===== src/rtl/fpadd_share_arb.sv =====
// fpadd_share_arb
// Shares one pipelined 16-bit adder between NREQ requesters. A round-robin
// arbiter issues at most one operand pair per cycle. A tag shift register
// follows each issue through the adder latency, so that every result lands
// in the result register of the requester that issued it.
module fpadd_share_arb #(
  parameter int NREQ = 4,
  parameter int LAT  = 2
) (
  input  logic               clkk,
  input  logic               rst,
  input  logic [NREQ-1:0]    req_valid,
  output logic [NREQ-1:0]    req_ready,
  input  logic [16*NREQ-1:0] req_a,
  input  logic [16*NREQ-1:0] req_b,
  output logic [NREQ-1:0]    res_valid,
  input  logic [NREQ-1:0]    res_ready,
  output logic [16*NREQ-1:0] res_data,
  output logic [NREQ-1:0]    res_ovf,
  output logic [15:0]        fpa_a,
  output logic [15:0]        fpa_b,
  output logic               fpa_in_valid,
  input  logic [15:0]        fpa_res,
  input  logic               fpa_ovf,
  output logic               busy
);

  localparam int IW = $clog2(NREQ);

  typedef enum logic [1:0] {
    S_IDLE = 2'd0,
    S_BUSY = 2'd1,
    S_DONE = 2'd2
  } slot_t;

  slot_t         slot     [NREQ];
  slot_t         slot_nxt [NREQ];
  logic [NREQ-1:0] slot_busy;

  logic [IW-1:0] rr_ptr;
  logic [IW-1:0] cand;
  logic [IW-1:0] grant_idx;
  logic          grant_any;
  logic          grant_ok;
  logic          hit;

  // Stage 0 holds the tag of the op currently on fpa_a/fpa_b; stage LAT
  // lines up with the cycle in which fpa_res carries that op's result.
  logic          tag_v [LAT+1];
  logic [IW-1:0] tag_i [LAT+1];
  logic [NREQ-1:0] cap_hit;

  // Index (base + off) modulo NREQ, with off < NREQ
  function automatic logic [IW-1:0] wrap_add(input logic [IW-1:0] base, input int unsigned off);
    int unsigned sum;
    sum = 32'(base) + off;
    sum = (sum >= 32'(NREQ)) ? (sum - 32'(NREQ)) : sum;
    return sum[IW-1:0];
  endfunction

  // Round-robin search from rr_ptr for the first valid requester whose slot is idle
  always_comb begin
    grant_any = 1'b0;
    grant_idx = '0;
    cand      = '0;
    hit       = 1'b0;
    for (int k = 0; k < NREQ; k++) begin
      cand      = wrap_add(rr_ptr, k);
      hit       = !grant_any && req_valid[cand] && (slot[cand] == S_IDLE);
      grant_idx = hit ? cand : grant_idx;
      grant_any = grant_any | hit;
    end
    // Nothing is accepted while reset is applied
    grant_ok = grant_any & ~rst;
    for (int i = 0; i < NREQ; i++) begin
      req_ready[i] = grant_ok & (grant_idx == IW'(i));
    end
  end

  // Round-robin pointer moves just past the requester granted this cycle
  always_ff @(posedge clkk or posedge rst) begin
    if (rst) begin
      rr_ptr <= '0;
    end else if (grant_ok) begin
      rr_ptr <= wrap_add(grant_idx, 1);
    end else begin
      rr_ptr <= rr_ptr;
    end
  end

  // Operand register that drives the shared adder; operands hold on idle cycles
  always_ff @(posedge clkk or posedge rst) begin
    if (rst) begin
      fpa_a        <= 16'h0000;
      fpa_b        <= 16'h0000;
      fpa_in_valid <= 1'b0;
    end else if (grant_ok) begin
      fpa_a        <= req_a[{grant_idx, 4'b0000} +: 16];
      fpa_b        <= req_b[{grant_idx, 4'b0000} +: 16];
      fpa_in_valid <= 1'b1;
    end else begin
      fpa_in_valid <= 1'b0;
    end
  end

  // Tag shift register; a bubble is shifted in on cycles without a grant
  always_ff @(posedge clkk or posedge rst) begin
    if (rst) begin
      for (int s = 0; s <= LAT; s++) begin
        tag_v[s] <= 1'b0;
        tag_i[s] <= '0;
      end
    end else begin
      tag_v[0] <= grant_ok;
      tag_i[0] <= grant_idx;
      for (int s = 1; s <= LAT; s++) begin
        tag_v[s] <= tag_v[s-1];
        tag_i[s] <= tag_i[s-1];
      end
    end
  end

  // Decode the exiting tag into a per-requester capture strobe
  always_comb begin
    for (int i = 0; i < NREQ; i++) begin
      cap_hit[i] = tag_v[LAT] & (tag_i[LAT] == IW'(i));
    end
  end

  // Result capture into the owning requester's register; held until the next capture
  always_ff @(posedge clkk or posedge rst) begin
    if (rst) begin
      res_data <= '0;
      res_ovf  <= '0;
    end else if (tag_v[LAT]) begin
      res_data[{tag_i[LAT], 4'b0000} +: 16] <= fpa_res;
      res_ovf[tag_i[LAT]]                   <= fpa_ovf;
    end else begin
      res_data <= res_data;
      res_ovf  <= res_ovf;
    end
  end

  // Slot state register
  always_ff @(posedge clkk or posedge rst) begin
    if (rst) begin
      for (int i = 0; i < NREQ; i++) begin
        slot[i] <= S_IDLE;
      end
    end else begin
      for (int i = 0; i < NREQ; i++) begin
        slot[i] <= slot_nxt[i];
      end
    end
  end

  // Slot next-state: accept -> in flight -> result held -> consumed
  always_comb begin
    for (int i = 0; i < NREQ; i++) begin
      slot_nxt[i] = slot[i];
      case (slot[i])
        S_IDLE:  slot_nxt[i] = req_ready[i] ? S_BUSY : S_IDLE;
        S_BUSY:  slot_nxt[i] = cap_hit[i]   ? S_DONE : S_BUSY;
        S_DONE:  slot_nxt[i] = res_ready[i] ? S_IDLE : S_DONE;
        default: slot_nxt[i] = S_IDLE;
      endcase
    end
  end

  // Slot outputs decoded from registered state only
  always_comb begin
    busy      = 1'b0;
    res_valid = '0;
    slot_busy = '0;
    for (int i = 0; i < NREQ; i++) begin
      res_valid[i] = (slot[i] == S_DONE);
      slot_busy[i] = (slot[i] == S_BUSY);
      busy         = busy | (slot[i] != S_IDLE);
    end
  end

  // A result may only be routed to a slot that is waiting for it
  cap_only_busy: assert property (@(posedge clkk) disable iff (rst)
    ((cap_hit & ~slot_busy) == '0));

endmodule


===== config.mk =====
export PLATFORM = sky130hd
export DESIGN_NAME = fpadd_share_arb
export DESIGN_NICKNAME = d
export VERILOG_FILES = /design/src/rtl/fpadd_share_arb.sv
export SDC_FILE = /design/constraint.sdc
export NUM_CORES = 1
export LEC_CHECK = 0
export ABC_CLOCK_PERIOD_IN_PS = 4650
export CAP_MARGIN = 5
export CORE_UTILIZATION = 40
export CTS_BUF_LIST = sky130_fd_sc_hd__clkbuf_16
export CTS_CLUSTER_DIAMETER = 60
export CTS_CLUSTER_SIZE = 28
export DETAILED_ROUTE_END_ITERATION = 8
export GPL_ROUTABILITY_DRIVEN = 1
export GPL_TIMING_DRIVEN = 0
export PLACE_DENSITY = 0.88
export SYNTH_ARGS = -nofsm -noshare
export SYNTH_HDL_FRONTEND = slang
export SYNTH_SLANG_ARGS = --single-unit

===== constraint.sdc =====
create_clock -name clkk -period 4.65 [get_ports clkk]
set_clock_uncertainty 0.2 [all_clocks]
set_input_delay 0.93 -clock clkk [delete_from_list [all_inputs] [get_ports clkk]]
set_output_delay 0.93 -clock clkk [all_outputs]
set_load 0.01 [all_outputs]

* Word-level counts from Yosys, hierarchy flattened
Cells that the tools add are included.
** Storage, ports and cells
- Register bits :: 120
- Latch bits :: 0
- Bits in writable memories :: 0
- Bits in read-only memories :: 0
- Input bits :: 155
- Output and inout bits :: 110
- Logic and storage cells :: 154
- Memories kept :: 0
** Cells by class
- $add $sub $neg :: 10
- $mul :: 0
- Div/mod/pow operators :: 0
- $lt $le $gt $ge :: 15
- Equal/unequal tests :: 14
- Shift operators :: 4
- Multiplexer cells :: 50
- Bitwise gates (word level) :: 20
- Reductions and logical operators :: 25
** Operators by type and width (count)
- $shiftx A64 B7 Y16 :: 2
- $bwmux W64 :: 1
- $shift A16 B8 Y64 const A :: 1
- $shiftx A16 B8 Y64 :: 1
- $mux W2 :: 25
- $ge A3 B3 Y1 const B :: 8
- $pmux W2 S3 :: 4
- $logic_not A2 Y1 :: 10
- $bmux W2 S2 :: 4
- $eq A2 B2 Y1 const B :: 8
- $lt A2 B3 Y1 const B :: 5
- $eq A2 B1 Y1 const B :: 6
- $not A2 Y3 :: 4
- $mux W1 :: 10
- $sub A2 B1 Y2 const B :: 5
- $and A1 B1 Y1 :: 9
- $bmux W1 S2 :: 4
- $logic_and A1 B1 Y1 :: 8
- $neg A6 Y8 :: 1
- $reduce_bool A2 Y1 :: 4
- $add A2 B1 Y3 const B :: 2
- $add A2 B2 Y3 const B :: 2
- $or A1 B1 Y1 :: 6
- $bwmux W4 :: 1
- 5 further kinds :: 7

* Depth between registers and ports, before layout
Gate-level depths: netlist (run 1).
- Word-level depth :: 24
- Mapped depth :: 8
- Gate-level depth less buffers :: 6

* Worst setup path before layout (run 1)
OpenSTA, ideal clock, no wires.
- Kind :: input-to-output
- Start point :: in req_valid[1]
- End point :: out req_ready[0]
- Data arrival time :: 2.127 ns
- Data required time :: 3.520 ns
- Slack :: 1.393 ns
- Stages on the path :: 4
- Cells stage by stage :: or3b_1 > a31o_2 > buf_2 > nor3_1
** On the way
- Word-level cells in the longest chain between the ends :: 17
- Elaborated cells between the ends (all ways) :: 28
- Those cells by class :: mux: 12; bitwise: 5; reduce/logical: 11
** RTL lines
- start, declared :: line 12 : input logic [NREQ-1:0] req_valid,
- $bmux W1 S2 :: line 69 : hit = !grant_any && req_valid[cand] && (slot[cand] == S_IDLE);
- $mux W1 (not written as such) :: line 69
- $logic_and A1 B1 Y1 :: line 69
- $logic_not A1 Y1 :: line 69
- $logic_and A1 B1 Y1 (2 in a row) :: line 69
- $or A1 B1 Y1 :: line 71 : grant_any = grant_any | hit;
- $logic_not A1 Y1 :: line 69
- $logic_and A1 B1 Y1 (2 in a row) :: line 69
- $or A1 B1 Y1 :: line 71
- $logic_not A1 Y1 :: line 69
- $logic_and A1 B1 Y1 (2 in a row) :: line 69
- $or A1 B1 Y1 / $mux W2 (equally long branches) :: line 71, 70
- $and A1 B1 Y1 / $logic_not A2 Y1 (equally long branches) :: line 74, 76
- $and A1 B1 Y1 (*) :: line 76 : req_ready[i] = grant_ok & (grant_idx == IW'(i));
- end, declared :: line 13 : output logic [NREQ-1:0] req_ready,
Mark *: on every way between the ends. The rest lies on a longest branch, timed or not. The select of a mux whose other input is x is not followed.

* Worst setup path after layout (run 1)
- Start point :: in req_valid[0]
- End point :: out req_ready[1]
** On the way
- Word-level cells in the longest chain between the ends :: 17
- Elaborated cells between the ends (all ways) :: 28
- Those cells by class :: eq/ne: 1; mux: 12; bitwise: 5; reduce/logical: 10
** RTL lines (line)
- $bmux W1 S2 :: 69
- $mux W1 (not written as such) :: 69
- $logic_and A1 B1 Y1 :: 69
- $logic_not A1 Y1 :: 69
- $logic_and A1 B1 Y1 (2 in a row) :: 69
- $or A1 B1 Y1 :: 71
- $logic_not A1 Y1 :: 69
- $logic_and A1 B1 Y1 (2 in a row) :: 69
- $or A1 B1 Y1 :: 71
- $logic_not A1 Y1 :: 69
- $logic_and A1 B1 Y1 (2 in a row) :: 69
- $mux W2 / $or A1 B1 Y1 (equally long branches) :: 70, 71
- $eq A2 B1 Y1 / $and A1 B1 Y1 (equally long branches) :: 76, 74
- $and A1 B1 Y1 (*) :: 76
Marked as above.

==> results of run 1 <==
==> flip-flops by register name, summed over array words and instances, names as in the netlist, 2 cells and up <==
name,cells
res_data,64
fpa_a,16
fpa_b,16
slot,8
tag_i,6
res_ovf,4
rr_ptr,2
tag_v,2
==> final timing paths <==
kind	start	end	slack, ns	depth (start not counted)
setup / recovery	req_valid[0]	req_ready[1]	0.01	8
hold / removal	tag_i[5]	tag_i[3]	0.15	0
setup reg to reg	tag_i[0]	res_data[50]	1.69	5
hold reg to reg	tag_i[5]	tag_i[3]	0.15	0
max in group asynchronous	rst	res_data[52]	2.67	3
min in group asynchronous	rst	fpa_b[1]	0.83	2
==> per-layer routing <==
layer  vias up  routed length, um
met2       257               9339
met4         0                344
met5         -                  0
met3        27               1254
li1       2173                  -
met1      2375               6711
==> cell type report <==
type,instances,area (um2)
timing repair buffer,265,2670
tap,172,215.2
inverter,11,43.79
antenna,1,2.502
clock inverter,15,250.2
buffer,26,162.7
clock buffer,17,425.4
multi-input combinational,258,2095
sequential,119,2978
fill,895,3880
==> through the flow <==
step                      power, mW  hold slack (ns)   TNS, ns
after floorplan               3.199           0.1312         0
after global placement        4.494           0.1336   -118.84
after detailed placement      4.602           0.1355         0
after CTS                     6.130           0.1522         0
after global routing          6.408           0.1611  -0.09119
final                         6.114           0.1503         0
==> synthesized netlist by cell type (2+ instances only) <==
| cell | n | share of area [%] |
|---|---|---|
| nor4_1 | 2 | 0.24 |
| o31ai_1 | 2 | 0.28 |
| nand4_1 | 2 | 0.24 |
| nor2b_1 | 3 | 0.36 |
| a22o_1 | 64 | 11 |
| o221ai_1 | 31 | 5.1 |
| or3b_1 | 2 | 0.33 |
| buf_2 | 10 | 0.95 |
| nor2_1 | 5 | 0.36 |
| a31o_2 | 4 | 0.66 |
| nor3_1 | 4 | 0.38 |
| buf_6 | 6 | 1.3 |
| mux2_2 | 4 | 0.85 |
| ha_1 | 5 | 1.2 |
| a21oi_1 | 3 | 0.28 |
| dfrtp_1 | 119 | 56 |
| nand2_1 | 42 | 3.0 |
| inv_2 | 2 | 0.14 |
| inv_1 | 9 | 0.64 |
| mux2i_1 | 64 | 12 |
| o2bb2ai_1 | 3 | 0.50 |
| o221ai_2 | 2 | 0.57 |
| nand2_2 | 2 | 0.24 |
| nor4b_2 | 3 | 0.85 |
| clkbuf_1 | 8 | 0.57 |
| buf_4 | 2 | 0.28 |
==> power groups by stage <==
| stage | registers, mW | logic (mW) | clock network [mW] |
|---|---|---|---|
| 2_1_floorplan | 1.97 | 1.22 | 0 |
| 6_report | 1.85 | 2.77 | 1.50 |
| 3_3_place_gp | 1.81 | 2.68 | 0 |
| 4_1_cts | 1.85 | 2.78 | 1.51 |
| 3_5_place_dp | 1.84 | 2.76 | 0 |
| 5_1_grt | 1.90 | 2.95 | 1.55 |
==> logic make-up after synthesis <==
group | after synthesis | synth area share (%)
AND/OR/NAND/NOR | 71 | 6.806
AO/OA/AOI/OAI | 113 | 18.54
flip-flops | 119 | 56.44
adder cells (fa/ha/maj) | 5 | 1.186
XOR/XNOR | 1 | 0.1660
multiplexers | 68 | 12.99
buffers and inverters | 37 | 3.865
==> worst max-delay path, stage by stage <==
cell,delay [ns]
clkdlybuf4s50_1,0.52
or3b_1,0.41
o21ai_1,0.17
a21o_2,0.18
inv_2,0.07
buf_6,0.16
nor3_1,0.43
clkdlybuf4s50_1,0.63
==> metrics.md, run 1 <==
| Metric | Value |
|---|---|
| Status | complete, no violations |
| 1st-iter DRT viols | about 390 |
| Crit-path max FO | 10 |
| Most common cell after layout, fill and taps aside | clkdlybuf4s50_1 |
| Combinational share of power | 45.2% |
| Max cap viols | 0 |
| Peak supply drop | between 300 and 400 uV |
| Total number of vias | 4832 |
| Switching Share | between 30% and 40% |
| Data required, critical path | 3.52 ns |
| DP HPWL | about 13000 um |
| GRT overflow | 0 |
| Mapped Cells | about 410 |
| Net Switching | between 2 and 2.5 mW |
| Final hold violation count | 0 |
| CTS Root Cell | clkbuf_16 |
| GP Congestion | around 0.91 |
| Die ar. | ~14000 um2 |
| EDFF count, synth | 0 |
| CTS buffer count | 17 |
| Num rows | just over 40 |
| Clock sinks | 119 |
| Leakage | 3.854 nW |
| Initial core utilization | between 40 and 50% |
| Number of global-route vias before repair | 5047 |
| CTS tree | built |
| Via-per-instance ratio | ~5.5 |
| Met2 usage | ~47% |
| Int Pwr | a little over 4 mW |
| Sequential-to-total area share from yosys stat | a little under three fifths |
| Number of synthesized register bits | 119 |
| Total track usage | roughly a quarter |
| Worst Setup Start Kind | input port |
| Core area | 12720 um2 |
| Post-CTS sizing | 0 |
| Initial antenna violation count | 0 |
| Peak Freq | roughly 220 MHz |
| Bufs on Longest Clock Path | 2 |
| Die Y | approximately 120 um |
| Asr flop ratio synth | 100.0% |
| Cell Pwr Density | between 600 and 700 nW/um2 |
| Met1 Use GR | approximately 30% |
| Placed Instances | 851 |
| DRT Pass-1 Iters | 4 |
| Yosys warning total | 0 |
| Mapped Area | 5276 um2 |
| Mapped Nets | roughly 570 |
| Final WS setup | 0.01299 ns |
| Core Util, Final | a little under 70% |
| Worst setup EP type | primary output |
| Hold WC Path Type | reg -> reg |
| Critical path type | in -> out |
| Area delta synth->final | 67.58% |
| Port bufs | 264 |
| Clock latency on the worst-skew pair | roughly 0.40 ns |
| DRC viols | 0 |
| Post-layout instance area | 8842 um2 |
| Clk pwr share | between 20% and 30% |
| Netlist cell types | 37 |
| Count of final setup violators | 0 |
| First-pass GRT wire length | 26370 um |
| Post-Syn Area per Cell | ~13 um2 |
| GR peak layer | met2 |
| Final Slew Violations | 0 |
| Setup bufs post-CTS | 0 |
| Data arrival time of the worst path | between 3 and 4 ns |
| Clock-pin slew on the worst setup and hold paths | ~0.060 ns |
| Finished Layout Cells | between 800 and 900 |
| Pre-CTS setup slack | around 0.16 ns |
| Placed standard-cell area | 8164 um2 |
| I/O pins | between 200 and 300 |
| Commonest non-fill, non-tap cells in the layout | clkdlybuf4s50_1 (264), dfrtp_1 (119), a22o_1 (64), mux2i_1 (64), nand2_1 (42) |
| Slew @ Worst Pin | roughly 1.4 ns |
| Sequential Power Share | about 30% |
| Die X | between 100 and 150 um |
| Routing usage on met3 | about 6.4% |
| Fin crit share | roughly 100% |
| Post-DRT Antenna Nets | 0 |
| Post-layout minimum cycle time | 4.637 ns |
| Hold buffers post-CTS | 0 |
| Relative slew slack | ~8.8% |
| Ratio of cells with drive above 1 in the final layout | between 9 and 10% |
| Ys flop type | dfrtp_1 |
| H-tree Lvls | 4 |
| Largest net degree at the start of global routing | between 70 and 80 |
| Final wirelength | approximately 18000 um |
| RSZ-0062 raised after global routing | true |
| Wire length per cell | 19.96 um |
| Final #Nets | 858 |
Power figures use the tool's default switching activity.
==> run 2: changes to the inputs <==
==> config.mk (replaced) <==
export PLATFORM = sky130hd
export DESIGN_NAME = fpadd_share_arb
export DESIGN_NICKNAME = d
export VERILOG_FILES = /design/src/rtl/fpadd_share_arb.sv
export SDC_FILE = /design/constraint.sdc
export NUM_CORES = 1
export LEC_CHECK = 0
export ABC_CLOCK_PERIOD_IN_PS = 3800
export CAP_MARGIN = 5
export CORE_ASPECT_RATIO = 1.2
export CORE_UTILIZATION = 36
export CTS_BUF_LIST = sky130_fd_sc_hd__clkbuf_16
export CTS_CLUSTER_DIAMETER = 60
export CTS_CLUSTER_SIZE = 28
export DETAILED_ROUTE_END_ITERATION = 8
export GPL_ROUTABILITY_DRIVEN = 1
export GPL_TIMING_DRIVEN = 0
export PLACE_DENSITY = 0.84
export SKIP_LAST_GASP = 1
export SYNTH_ARGS = -nofsm -noshare
export SYNTH_HDL_FRONTEND = slang
export SYNTH_SLANG_ARGS = --single-unit
==> constraint.sdc (replaced) <==
create_clock -name clkk -period 3.8 [get_ports clkk]
set_clock_uncertainty 0.2 [all_clocks]
set_input_delay 0.76 -clock clkk [delete_from_list [all_inputs] [get_ports clkk]]
set_output_delay 0.76 -clock clkk [all_outputs]
set_load 0.01 [all_outputs]
==> run 2 against run 1 <==
Flip-flop and latch count unchanged. Power up 21%. Wire length down 0.74%. Clock power up 14%. Sequential power up 21%. Die area up 11%. Hold slack better by 0.0078 ns. Largest cell class unchanged.
==> metrics.md, run 2 (synthesized netlist as in run 1, its figures left out) <==
| Metric | Value |
|---|---|
| Die ar. | 15150 um2 |
| Relative slew slack | about a tenth |
| GRT overflow | 0 |
| Worst Setup SP | req_valid[1] |
| Final hold violation count | 0 |
| Clock sinks | 119 |
| DRT Pass-1 Iters | 5 |
| Die X | 112.5 um |
| Worst Setup Start Kind | input port |
| HP Start | tag_i[2] |
| Number of global-route vias before repair | about 5100 |
| Total track usage | a little under a quarter |
| Data arrival time of the worst path | around 2.8 ns |
| Core area | about 14000 um2 |
| FF-to-FF setup slack | 0.85 ns |
| Count of final setup violators | 0 |
| Initial antenna violation count | 0 |
| Total number of vias | a little under 5000 |
| Data required, critical path | between 2 and 3 ns |
| Crit-path max FO | 10 |
| DRC viols | 0 |
| Via-per-instance ratio | around 5.5 |
| R2R Path Start | tag_i[0] |
| Critical path type | in -> out |
| I/O pins | 265 |
| Final #Nets | 863 |
| Regs by FF count | res_data (64), fpa_a (16), fpa_b (16) |
| Post-layout minimum cycle time | between 3 and 4 ns |
| Hold path depth | 0 |
| Commonest non-fill, non-tap cells in the layout | clkdlybuf4s50_1 (260), dfrtp_1 (119), a22o_1 (64), mux2i_1 (64), nand2_1 (42) |
| Slew @ Worst Pin | roughly 1.3 ns |
| Core Util, Final | about three fifths |
| RR Endpoint | res_data[51] |
| Peak Freq | around 270 MHz |
| H-tree Lvls | 4 |
| R2r worst-path depth | 5 |
| Cell Pwr Density | around 830 nW/um2 |
| Fin crit share | a little over nine tenths |
| Post-DRT Antenna Nets | 0 |
| CTS tree | built |
| Leakage | 3.902 nW |
| Wire length per cell | just under 20 um |
| Clock-pin slew on the worst setup and hold paths | roughly 0.05 ns |
| Most common cell after layout, fill and taps aside | clkdlybuf4s50_1 |
| Max reg flops | 64 |
| Setup TNS | 0 ns |
| CTS Root Cell | clkbuf_16 |
| Num rows | 48 |
| Die Y | around 130 um |
| Worst setup EP type | primary output |
| Largest register by flop count | res_data |
| CTS buffer count | 17 |
| Area delta synth->final | 68.46% |
| Port bufs | 264 |
| 1st-iter DRT viols | roughly 300 |
| Clock latency on the worst-skew pair | 0.41 ns |
| Bufs on Longest Clock Path | 2 |
| GP Congestion | between 0.8 and 0.9 |
| Peak supply drop | 325.0 uV |
| Final wirelength | 17520 um |
| Antenna cells | 0 |
| Min-Delay Endpoint | tag_i[0] |
| Hold WC Path Type | reg -> reg |
| RSZ-0062 raised after global routing | true |
| First-pass GRT wire length | 27160 um |
| Status | complete, no violations |
| Tot Pwr | approximately 7.4 mW |
| Max cap viols | 0 |
| Largest net degree at the start of global routing | 37 |
| Hold WS | 0.1581 ns |
| Initial core utilization | 36.76% |
| Final Slew Violations | 0 |
| DP HPWL | around 13000 um |
| Ratio of cells with drive above 1 in the final layout | around 11% |
## run 2: power by group
part | total (mW) | internal [mW] | switching (mW)
logic | 3.43 | 1.89 | 1.53
clock network | 1.71 | 1.10 | 0.606
registers | 2.24 | 1.85 | 0.388
## run 2: how the worst max path moves through the flow
stage	cells after the start	end	slack, ns
after global placement	8	req_ready[1]	-0.36
after floorplan	4	req_ready[0]	0.88
after global routing	6	req_ready[0]	-0.009
after detailed placement	8	req_ready[1]	-0.41
final	6	req_ready[0]	0.06
after CTS	8	req_ready[1]	-0.04
## run 2: timing repair
item / CTS / global route
gates cloned: 0 / 0
hold buffers: 0 / 0
pin swaps: 0 / 4
gates resized for setup: 9 / 2
buffers inserted: 0 / 3
setup endpoints to repair: 4 / 4
## run 2: final cells by class
type | count | area [um2]
fillers | 1112 | 5465
plain buffers | 26 | 162.7
clock buffers | 17 | 425.4
multi-input cells | 258 | 2132
flip-flops and latches | 119 | 2978
inverters | 11 | 45.04
well taps | 175 | 219.0
clock inverters | 15 | 202.7
repair buffers | 270 | 2724
## run 2: per-stage QoR
step	setup WS [ns]	cell area, um2	cells
floorplan	0.8829	5280	414
global placement	-0.3584	8142	853
detailed placement	-0.4121	8202	856
CTS	-0.04452	8857	888
global route	-0.009081	8889	891
finish	0.06068	8889	891
## run 2: layer usage
metal,up-vias,GRT usage (%),wire length (um)
met5,-,0,0
met4,0,7.704,257
met3,20,5.880,1127
met2,252,42.86,9341
met1,2429,26.71,6791
li1,2174,-,-
## run 2: critical path, stage by stage
cell and delay [ns]:
clkdlybuf4s50_1 0.47, or3b_1 0.41, a31o_2 0.33, buf_2 0.24, nor3_2 0.27, dlygate4sd2_1 0.30
==> run 3: changes to the inputs <==
--- a/config.mk
+++ b/config.mk
@@ -5,17 +5,17 @@
 export SDC_FILE = /design/constraint.sdc
 export NUM_CORES = 1
 export LEC_CHECK = 0
-export ABC_CLOCK_PERIOD_IN_PS = 3800
+export ABC_CLOCK_PERIOD_IN_PS = 4000
 export CAP_MARGIN = 5
 export CORE_ASPECT_RATIO = 1.2
-export CORE_UTILIZATION = 36
+export CORE_UTILIZATION = 40
 export CTS_BUF_LIST = sky130_fd_sc_hd__clkbuf_16
 export CTS_CLUSTER_DIAMETER = 60
 export CTS_CLUSTER_SIZE = 28
 export DETAILED_ROUTE_END_ITERATION = 8
 export GPL_ROUTABILITY_DRIVEN = 1
 export GPL_TIMING_DRIVEN = 0
-export PLACE_DENSITY = 0.84
+export PLACE_DENSITY = 0.88
 export SKIP_LAST_GASP = 1
 export SYNTH_ARGS = -nofsm -noshare
 export SYNTH_HDL_FRONTEND = slang
==> constraint.sdc (replaced) <==
create_clock -name clkk -period 4 [get_ports clkk]
set_clock_uncertainty 0.2 [all_clocks]
set_input_delay 0.8 -clock clkk [delete_from_list [all_inputs] [get_ports clkk]]
set_output_delay 0.8 -clock clkk [all_outputs]
set_load 0.01 [all_outputs]
==> run 3 against run 2 <==
Hold slack worse by 0.010 ns. Sequential power is 4% lower. First-iteration DRC count is 41% lower. Critical path type unchanged. Combinational power is 5% lower. Via count is 1.8% higher. Setup slack better by 0.043 ns. Highest routed layer is now met5. Power is 4.1% lower. Critical path depth is 2 higher. Final area hardly changed. Flip-flop and latch count stayed put.
==> metrics.md, run 3 (synthesized netlist as in run 1, its figures left out) <==
| Metric | Value |
|---|---|
| Max cap viols | 0 |
| Core Util, Final | a little over two thirds |
| Number of global-route vias before repair | roughly 5200 |
| 1st-iter DRT viols | roughly 180 |
| Clock sinks | roughly 120 |
| H-tree Lvls | 4 |
| HP Start | tag_i[2] |
| GP Congestion | between 0.8 and 0.9 |
| Clock latency on the worst-skew pair | around 0.42 ns |
| Die Y | roughly 130 um |
| Final #Nets | 860 |
| Count of final setup violators | 0 |
| Post-layout minimum cycle time | around 4 ns |
| Peak Freq | roughly 260 MHz |
| Num rows | 45 |
| CTS tree | built |
| Layout fillers | around 900 |
| Data required, critical path | roughly 3.0 ns |
| Crit-path max FO | 10 |
| FF+latch area | about 3000 um2 |
| Worst Setup Start Kind | input port |
| DRC viols | 0 |
| Antenna cells | 0 |
| Clock-pin slew on the worst setup and hold paths | about 0.05 ns |
| Die ar. | ~14000 um2 |
| GRT overflow | 0 |
| Die X | about 110 um |
| Hold WC Path Type | reg -> reg |
| Total number of vias | between 4000 and 5000 |
| CTS Root Cell | clkbuf_16 |
| Initial core utilization | between 40% and 50% |
| Post-DRT Antenna Nets | 0 |
| Footprint of the multi-input gates | roughly 2100 um2 |
| Status | complete, no violations |
| DP HPWL | between 10000 and 15000 um |
| Fin crit share | 97.40% |
| Initial antenna violation count | 1 |
| Wire length per cell | slightly above 20 um |
| Ratio of cells with drive above 1 in the final layout | a little over a tenth |
| Slew @ Worst Pin | around 1.2 ns |
| Final Slew Violations | 0 |
| Final hold violation count | 0 |
| Final wirelength | between 15000 and 20000 um |
| Leakage | between 3 and 4 nW |
| CTS buffer count | 17 |
| Worst Setup SP | req_valid[0] |
| Cell Pwr Density | between 700 and 800 nW/um2 |
| Bufs on Longest Clock Path | 2 |
| Commonest non-fill, non-tap cells in the layout | clkdlybuf4s50_1 (260), dfrtp_1 (119), a22o_1 (64), mux2i_1 (64), nand2_1 (42) |
| Placed standard-cell area | just over 8000 um2 |
| Worst setup EP type | primary output |
| Data arrival time of the worst path | ~2.9 ns |
| Via-per-instance ratio | roughly 5.7 |
| Relative slew slack | roughly a fifth |
| DRT Pass-1 Iters | 5 |
| Regs by FF count | res_data (64), fpa_a (16), fpa_b (16) |
| Max reg flops | between 60 and 70 |
| Setup TNS | 0 ns |
| Peak supply drop | ~440 uV |
| Hold buffers post-CTS | 0 |
| R2R Path Start | tag_i[0] |
| Largest register by flop count | res_data |
| Port bufs | between 200 and 300 |
| Post-layout instance area | about 9000 um2 |
| First-pass GRT wire length | around 28000 um |
| Largest net degree at the start of global routing | 38 |
| Most common cell after layout, fill and taps aside | clkdlybuf4s50_1 |
| Tot Pwr | a little over 7 mW |
| Total track usage | about 27% |
| Core area | 12780 um2 |
| Area delta synth->final | 68.30% |
| I/O pins | around 270 |
| Critical path type | in -> out |
[run 3: cell types whose count changed in the layout (fill, tap and decap cells not counted), sizes merged]
cell	previous run	this run
bufinv	4	5
dlygate4sd2	3	2
dlymetal6s2s	1	2
clkinv	5	6
clkinvlp	3	1
buf	24	21
[run 3: final cells by class]
| cell class | instances | area share [%] |
|---|---|---|
| multi-input combinational | 258 | 24.01 |
| clock buffer | 17 | 4.791 |
| inverter | 11 | 0.5073 |
| tap | 164 | 2.311 |
| timing repair buffer | 267 | 30.46 |
| clock inverter | 15 | 2.550 |
| sequential | 119 | 33.54 |
| buffer | 26 | 1.832 |
[run 3: worst paths after layout]
check / endpoint / slack (ns) / cells after the start
min reg2reg: tag_i[0] / 0.15 / 0
max in group asynchronous: res_data[5] / 2.24 / 4
min: tag_i[0] / 0.15 / 0
max reg2reg: res_data[51] / 1.11 / 5
min in group asynchronous: slot[7] / 0.58 / 2
max: req_ready[0] / 0.10 / 8
[run 3: repair_timing]
item / in CTS / in global routing
buffers inserted: 0 / 0
pin swaps: 0 / 0
endpoints found under the setup margin: 4 / 3
gates resized for setup: 6 / 5
[run 3: where the power goes]
group          switching (mW)  internal [mW]
Clock                   0.574           1.11
Combinational            1.47           1.79
Sequential              0.377           1.76
Total                    2.42           4.66
[run 3: stage by stage]
step / hold WS (ns) / worst slack, ns / cells
3_3_place_gp: 0.1323 / -0.2492 / 842
6_report: 0.1477 / 0.1040 / 877
4_1_cts: 0.1498 / -0.1436 / 877
3_5_place_dp: 0.1371 / -0.2527 / 845
2_1_floorplan: 0.1312 / 1.003 / 414
5_1_grt: 0.1587 / -0.007141 / 877
[run 3: critical path, cell delays in order]
cell and delay, ns:
clkdlybuf4s50_1 0.51, or3b_1 0.37, o21ai_1 0.18, a21o_2 0.22
inv_2 0.09, buf_6 0.18, nor3_2 0.24, dlygate4sd2_1 0.30
[run 3: per-layer routing]
layer | track usage (%) | up-vias | part of all wire (%)
met3 | 7.626 | 34 | 7.5
met2 | 46.98 | 283 | 52
met1 | 30.61 | 2473 | 38
met4 | 10.48 | 2 | 2.3
met5 | 0 | - | 0.073
li1 | - | 2172 | -
